--- src/rtl/regfile_clr_bypass.sv ---
// Register file with a power-up clear sequence and an optional write-to-read bypass.
// After reset, a walking counter zeroes entries 1..DEPTH-1 (one per clock). The file then
// enters READY and accepts writes. Entry 0 is hardwired to read zero.
// Optional feature: define REGFILE_BYPASS_EN to forward win to A/B in the write cycle.
module regfile_clr_bypass #(
  parameter int unsigned DATA_W = 32,
  parameter int unsigned ADDR_W = 5
) (
  input  logic              clk,
  input  logic              rst,
  input  logic              we,
  input  logic [ADDR_W-1:0] rW,
  input  logic [DATA_W-1:0] win,
  input  logic [ADDR_W-1:0] rA,
  input  logic [ADDR_W-1:0] rB,
  output logic [DATA_W-1:0] A,
  output logic [DATA_W-1:0] B,
  output logic              ready
);

  localparam int unsigned DEPTH = 2 ** ADDR_W;
  localparam logic [ADDR_W-1:0] LastAddr = ADDR_W'(DEPTH - 1);

  typedef enum logic {StClear, StReady} state_e;

  state_e            state_q, state_d;
  logic [ADDR_W-1:0] cnt_q, cnt_d;

  logic [DATA_W-1:0] mem_q [DEPTH];

  logic              mem_we;
  logic [ADDR_W-1:0] mem_waddr;
  logic [DATA_W-1:0] mem_wdata;

  // Next-state and array write port: clear walk in StClear, user writes in StReady.
  always_comb begin
    state_d   = state_q;
    cnt_d     = cnt_q;
    mem_we    = 1'b0;
    mem_waddr = cnt_q;
    mem_wdata = '0;
    unique case (state_q)
      StClear: begin
        mem_we    = ~rst;
        mem_waddr = cnt_q;
        mem_wdata = '0;
        // Counter stops at the last entry instead of wrapping.
        if (cnt_q == LastAddr) begin
          state_d = StReady;
        end else begin
          cnt_d = cnt_q + ADDR_W'(1);
        end
      end
      StReady: begin
        // Entry 0 is never stored; its read path is forced to zero.
        mem_we    = ~rst & we & (rW != '0);
        mem_waddr = rW;
        mem_wdata = win;
      end
      default: state_d = StClear;
    endcase
  end

  // State register with synchronous reset; reset restarts the clear walk at entry 1.
  always_ff @(posedge clk) begin
    if (rst) begin
      state_q <= StClear;
      cnt_q   <= ADDR_W'(1);
    end else begin
      state_q <= state_d;
      cnt_q   <= cnt_d;
    end
  end

  // Storage array: single write port, no reset (the clear walk initialises it).
  always_ff @(posedge clk) begin
    if (mem_we) begin
      mem_q[mem_waddr] <= mem_wdata;
    end
  end

  assign ready = (state_q == StReady);

  // Read port A: zero while clearing or for entry 0.
  always_comb begin
    A = '0;
    if (ready && (rA != '0)) begin
      A = mem_q[rA];
`ifdef REGFILE_BYPASS_EN
      if (we && (rW == rA)) begin
        A = win;
      end
`endif
    end
  end

  // Read port B: same rules as port A.
  always_comb begin
    B = '0;
    if (ready && (rB != '0)) begin
      B = mem_q[rB];
`ifdef REGFILE_BYPASS_EN
      if (we && (rW == rB)) begin
        B = win;
      end
`endif
    end
  end

endmodule

--- config.mk ---
export PLATFORM = sky130hd
export DESIGN_NAME = regfile_clr_bypass
export DESIGN_NICKNAME = d
export VERILOG_FILES = /design/src/rtl/regfile_clr_bypass.sv
export SDC_FILE = /design/constraint.sdc
export NUM_CORES = 1
export LEC_CHECK = 0
export CAP_MARGIN = 20
export CORE_MARGIN = 5
export CORE_UTILIZATION = 51
export DETAILED_ROUTE_END_ITERATION = 8
export PLACE_DENSITY_LB_ADDON = 0.2
export SYNTH_ARGS = -nofsm -noshare
export SYNTH_HDL_FRONTEND = slang
export SYNTH_SLANG_ARGS = --single-unit
--- constraint.sdc ---
create_clock -name clk -period 8.42 [get_ports clk]
set_clock_uncertainty 0.05 [all_clocks]
set_input_delay 1.263 -clock clk [delete_from_list [all_inputs] [get_ports clk]]
set_output_delay 1.263 -clock clk [all_outputs]
set_load 0.05 [all_outputs]
==> flow_summary.ini <==
[clock_network]
cts_setup_buffers = 0
cts.sinks = 1030
cts_buffers = 107
cts_tree = done
clock-root-buffer = clkbuf_16
h-tree-depth = 3
cts_hold_buffers = 0
cts_resized = 0
clockBufferDepth = 3
clock_latency_ns = 0.68
clk_pin_slew_ns = 0.06

[drt]
drt_iter0_drc = 4522
vias = 30600
drc = 0
routed_wl_microns = 162000
final_antenna_net_count = 0
viasPerCell = 7.11
routedWlPerCell_microns = 37.5
firstDrtPassIters = 6

[pwr]
power.leakage_nw = 18.1
ir_drop_v = 0.000197
power.density_nw_per_um2 = 201

[worst_setup_path]
crit_path_frequent_cell = clkdlybuf4s50_1
critPathCapture = A[10]
worstPathRequired_ns = 7.11
crit_type = in2out
rrSetupSlack_ns = 5.09
arrival_ns = 5.63
worstSetupEndpointType = output port
slowest_delay_ns = 1.01
path_cells = clkdlybuf4s50_1 -> nor3b_4 -> buf_4 -> and2_1 -> buf_16 -> nand2_1 -> nand4_1 -> clkdlybuf4s50_1
crit_path_start = rA[3]
cp_max_fo = 22
reg2reg_from = ready
crit_path_start_kind = primary input
rr_worst_depth = 5
critPathSlowestCell = nor3b_4
reg2reg_to = mem_q[19][20]

[worst_hold_path]
hold_start = cnt_q[4]
hold_path_class = reg2reg

[timing]
period_share_pct = 82.4
tns_ns = 0
fmax_mhz = 144
finalCriticalPeriod_ns = 6.94
rsz0062_at_grt = false
maxSlewHeadroom_pct = 21.0
holdWs_ns = 0.526
slew_violations = 0
hold_viol_final = 0
tightest_slew_ns = 1.18
setup_viol_count_final = 0

[cells_and_area]
drive_gt1_share_pct = 18.9
nets = 3014
fillers = 7017
synthToLayoutAreaGrowth_pct = 13.2
finish.instance_area_sq_um = 54500

[placement]
io_buffers = 114
dpl.hpwl_microns = 94700
placed_area_sq_um = 50800
gp_congestion = 0.874

[synthesis]
synth_most_common_cell = edfxtp_1
synth_top_cell_area_share_pct = 63.8
postSynth.asyncResetShare_pct = 0
avgSynthCellArea_sq_um = 16.8
synth.distinct_cells = 43
synthFlopType = edfxtp_1
syn_area_sq_um = 48200
synth_area_leaders = edfxtp_1, mux4_2, mux2i_1
synthTopCellsByCount = edfxtp_1, mux2i_1, mux4_2, a22oi_1, nand3_1
synth_nets = 2922
synth_edf_count = 1024
synth-seq-area-share_pct = 64.1
synth_top_area_cell = edfxtp_1
ys_ff_latch = 1030
netlist_instances = 2870
ys_warn_count = 0

[job]
maxCapViolCount = 0

[global_route]
antenna_found_initial = 10
track_usage_pct = 31.9
grt_pass1_vias = 30700
grt_max_degree = 84
grt_pass1_wl_microns = 226000
grt_overflow_total = 0

[die]
core_area_sq_um = 93600
die_x_microns = 317
fp.dieH_microns = 317
boundaryPins = 115
die-area_sq_um = 101000
fp-row-count = 112
start_util_pct = 51.5

[status]
status = complete, no violations
[power by group]
group          internal (W)  switching (W)  leakage (nW)
clock network       0.00266        0.00199          1.67
registers           0.00561      0.0000217          9.13
logic              0.000273       0.000415          7.34
[through the flow]
stage	total power, W	worst slack (ns)	std cells	util, %
after global routing	0.0112	1.57	4303	58.3
final	0.0110	1.48	4306	58.3
after CTS	0.0110	1.66	4288	57.9
after floorplan	0.00619	4.22	2870	-
after detailed placement	0.00641	1.67	4092	54.2
after global placement	0.00640	1.27	4090	54.2
[sequential cells by signal, indices dropped and copies added, names as in the netlist]
register / cells
mem_q: 1024
cnt_q: 5
ready: 1
[placed cells by master, fill, tap and decap left out, types with 5 or more instances in the layout]
master           instances
mux2i_1                520
nor2b_4                  8
clkbuf_16              110
buf_4                   79
bufinv_16               10
and2_1                  35
nor2_4                  38
a22o_1                  40
and3_1                  23
nand2_1                 82
clkdlybuf4s50_1        108
clkinv_2                20
clkbuf_1                18
buf_16                  11
nor2_1                   8
nand4_1                 67
a31oi_1                 40
a22oi_1                250
edfxtp_1              1024
clkinv_1                30
buf_8                    8
nand3_1                139
mux4_2                 252
a21oi_1                 60
dfxtp_1                  5
[critical path: cells and delay by family]
kind	cells	cell delay, ns
buffers and inverters	4	2.33
AND/OR/NAND/NOR	4	1.98
[kinds of logic after synthesis]
| group | after synthesis | synth area share (%) |
|---|---|---|
| buf+inv | 233 | 2.67 |
| simple gates | 429 | 4.65 |
| compound gates | 401 | 5.92 |
| flops | 1030 | 64.1 |
| xor+xnor | 3 | 0.0545 |
| mux | 772 | 22.6 |
| fa+ha+maj | 2 | 0.0519 |
[worst min-delay path by stage]
| stage | end | depth (start not counted) | slack, ns |
|---|---|---|---|
| after global placement | cnt_q[4] | 2 | 0.48 |
| after CTS | cnt_q[4] | 2 | 0.52 |
| after floorplan | cnt_q[4] | 2 | 0.45 |
| after detailed placement | cnt_q[4] | 2 | 0.51 |
| final | cnt_q[4] | 2 | 0.53 |
| after global routing | cnt_q[4] | 2 | 0.55 |
[area by class of cell]
type,instances,area (sq um),area share (%)
diodes,3,7.51,0.0138
clock buffers,126,2770,5.08
clock inverters,70,649,1.19
inverters,3,11.3,0.0206
multi-input cells,1607,16400,30.1
flip-flops and latches,1030,30900,56.6
well taps,1254,1570,2.88
repair buffers,213,2240,4.10
[layer usage]
layer,GRT usage (%),part of all wire (%),vias up
li1,-,-,12100
met1,44.6,37,15700
met2,48.0,45,2366
met5,0,0.016,-
met4,12.3,4.5,4
met3,9.20,14,395
Power figures use the tool's default switching activity.
==> RTL change: new RTL, config.mk and constraints unchanged <==
Add a define of `REGFILE_BYPASS_EN`.
--- a/src/rtl/regfile_clr_bypass.sv
+++ b/src/rtl/regfile_clr_bypass.sv
@@ -2,6 +2,8 @@
 // After reset, a walking counter zeroes entries 1..DEPTH-1 (one per clock). The file then
 // enters READY and accepts writes. Entry 0 is hardwired to read zero.
 // Optional feature: define REGFILE_BYPASS_EN to forward win to A/B in the write cycle.
+`define REGFILE_BYPASS_EN
+
 module regfile_clr_bypass #(
   parameter int unsigned DATA_W = 32,
   parameter int unsigned ADDR_W = 5
Behaviour: no difference found for any inputs over 4 cycles, from zero or initial values and one cycle with rst high; that may be too few to reach the edited logic, so the function may still have changed.
==> RTL change against the original RTL <==
Combinational power grew 23%. Worst setup slack gained 310 ps. Total power grew 2.0%. First-iteration DRC count shrank 4.6%. Final area grew 1.1%. Wire length shrank 5.9%. Sequential power is essentially flat. Via count shrank 0.96%. Synthesized area grew 1.6%. Sequential cell count is the same. Largest cell class unchanged. Critical endpoint is now A[30]. Maximum frequency grew 4.7%.
==> RTL change: results <==
[critical_path]
cp_max_fo = 41
rrSetupSlack_ps = 4880
arrival_ps = 5320

[global_routing]
grt_pass1_wl_um = 217000
grt_util_met1 = 0.397
grt.total_usage = 0.291
antenna_found_initial = 0
use_met2 = 0.466
gr-usage-met3 = 0.0589
grt_pass1_vias = 30400
grt_max_degree = 93

[drt]
top_layer = "met4"
finalWirelength_um = 152000
dr_wl_met3_um = 16300
wl_met2_um = 72400
drt_iter0_drc = 4315
wl_met1_um = 55800
vias_per_cell = 7.21
first_pass_iters = 6

[final_layout]
top_register = "mem_q"
n_antenna_cell = 0
largest_reg_flops = 1024
nets = 2908
drive_gt1_frac = 0.244

[power]
vdd_drop_max_mv = 0.149
switchingPower_uw = 2510
p_leak_uw = 0.0174

[logic_synthesis]
ys_warn_count = 0
synth_edf_count = 1024
synthesis.nets = 2822
ys_types = 55
synth.area.top_cells = "edfxtp_1 (63%), mux4_2 (16%), mux2i_1 (5.2%)"
synthTopCellsByCount = "edfxtp_1 (1024), mux4_2 (355), mux2i_1 (255), a221oi_1 (125), nor2_1 (112)"
ys_seq_area_frac = 0.631

[placed_design]
gp_congestion = 0.850
placed_cell_area_um2 = 51400
dp_hpwl_um = 85700
io_buffers = 114

[sta]
tightest_slew_ps = 1220
setup_viol = 0

[clock_network]
post-cts-setup-buffers = 0
clkTransAtPathRegs_ps = 60
cts_made_buffers = 108
cts_max_level = 3
clk_latency_ps = 680

[outcome]
outcome = "finished clean"
-- RTL change: path summary, 6_finish.rpt --
path              startpoint            end  cells past startpoint
hold / removal      cnt_q[1]       cnt_q[1]                      2
setup reg to reg       ready  mem_q[31][15]                      6
setup / recovery       rA[4]          A[30]                      8
hold reg to reg     cnt_q[1]       cnt_q[1]                      2
-- RTL change: cell families after synthesis --
kind of cell	count (synthesis)	synth area share
adder cells (fa/ha/maj)	2	0.000511
XOR/XNOR	13	0.00233
multiplexers	673	0.230
AND/OR/NAND/NOR	291	0.0285
buffers and inverters	241	0.0284
AO/OA/AOI/OAI	520	0.0797
flip-flops	1030	0.631
-- RTL change: per-stage QoR --
stage / hold slack (ps) / power, uW / setup slack, ps / util / cells
global route: 588 / 11500 / 1800 / 0.580 / 4206
detailed placement: 555 / 6580 / 1940 / 0.540 / 3997
floorplan: 453 / 6300 / 3050 / - / 2770
global placement: 489 / 6570 / 1940 / 0.540 / 3996
finish: 568 / 11200 / 1790 / 0.580 / 4206
CTS: 566 / 11200 / 1940 / 0.576 / 4192
-- RTL change: layout make-up --
class	count	area, um^2
multi-input cells	1499	17000
fillers	7029	40000
clock inverters	62	628
flip-flops and latches	1030	30900
repair buffers	209	2210
inverters	8	32.5
well taps	1265	1580
clock buffers	133	2820
-- RTL change: critical path, cell delays in order --
cell	delay [ps]
buf_2	420
clkinv_2	650
buf_4	640
nor2_1	280
nor4b_1	80
nor4_1	890
buf_4	250
clkdlybuf4s50_1	800
-- RTL change: power groups by stage --
stage                     logic [uW]  registers (uW)  clock network [uW]
after global placement           829            5740                   0
after detailed placement         834            5740                   0
after floorplan                  569            5730                   0
after CTS                        837            5630                4760
after global routing             884            5630                4970
final                            846            5630                4700
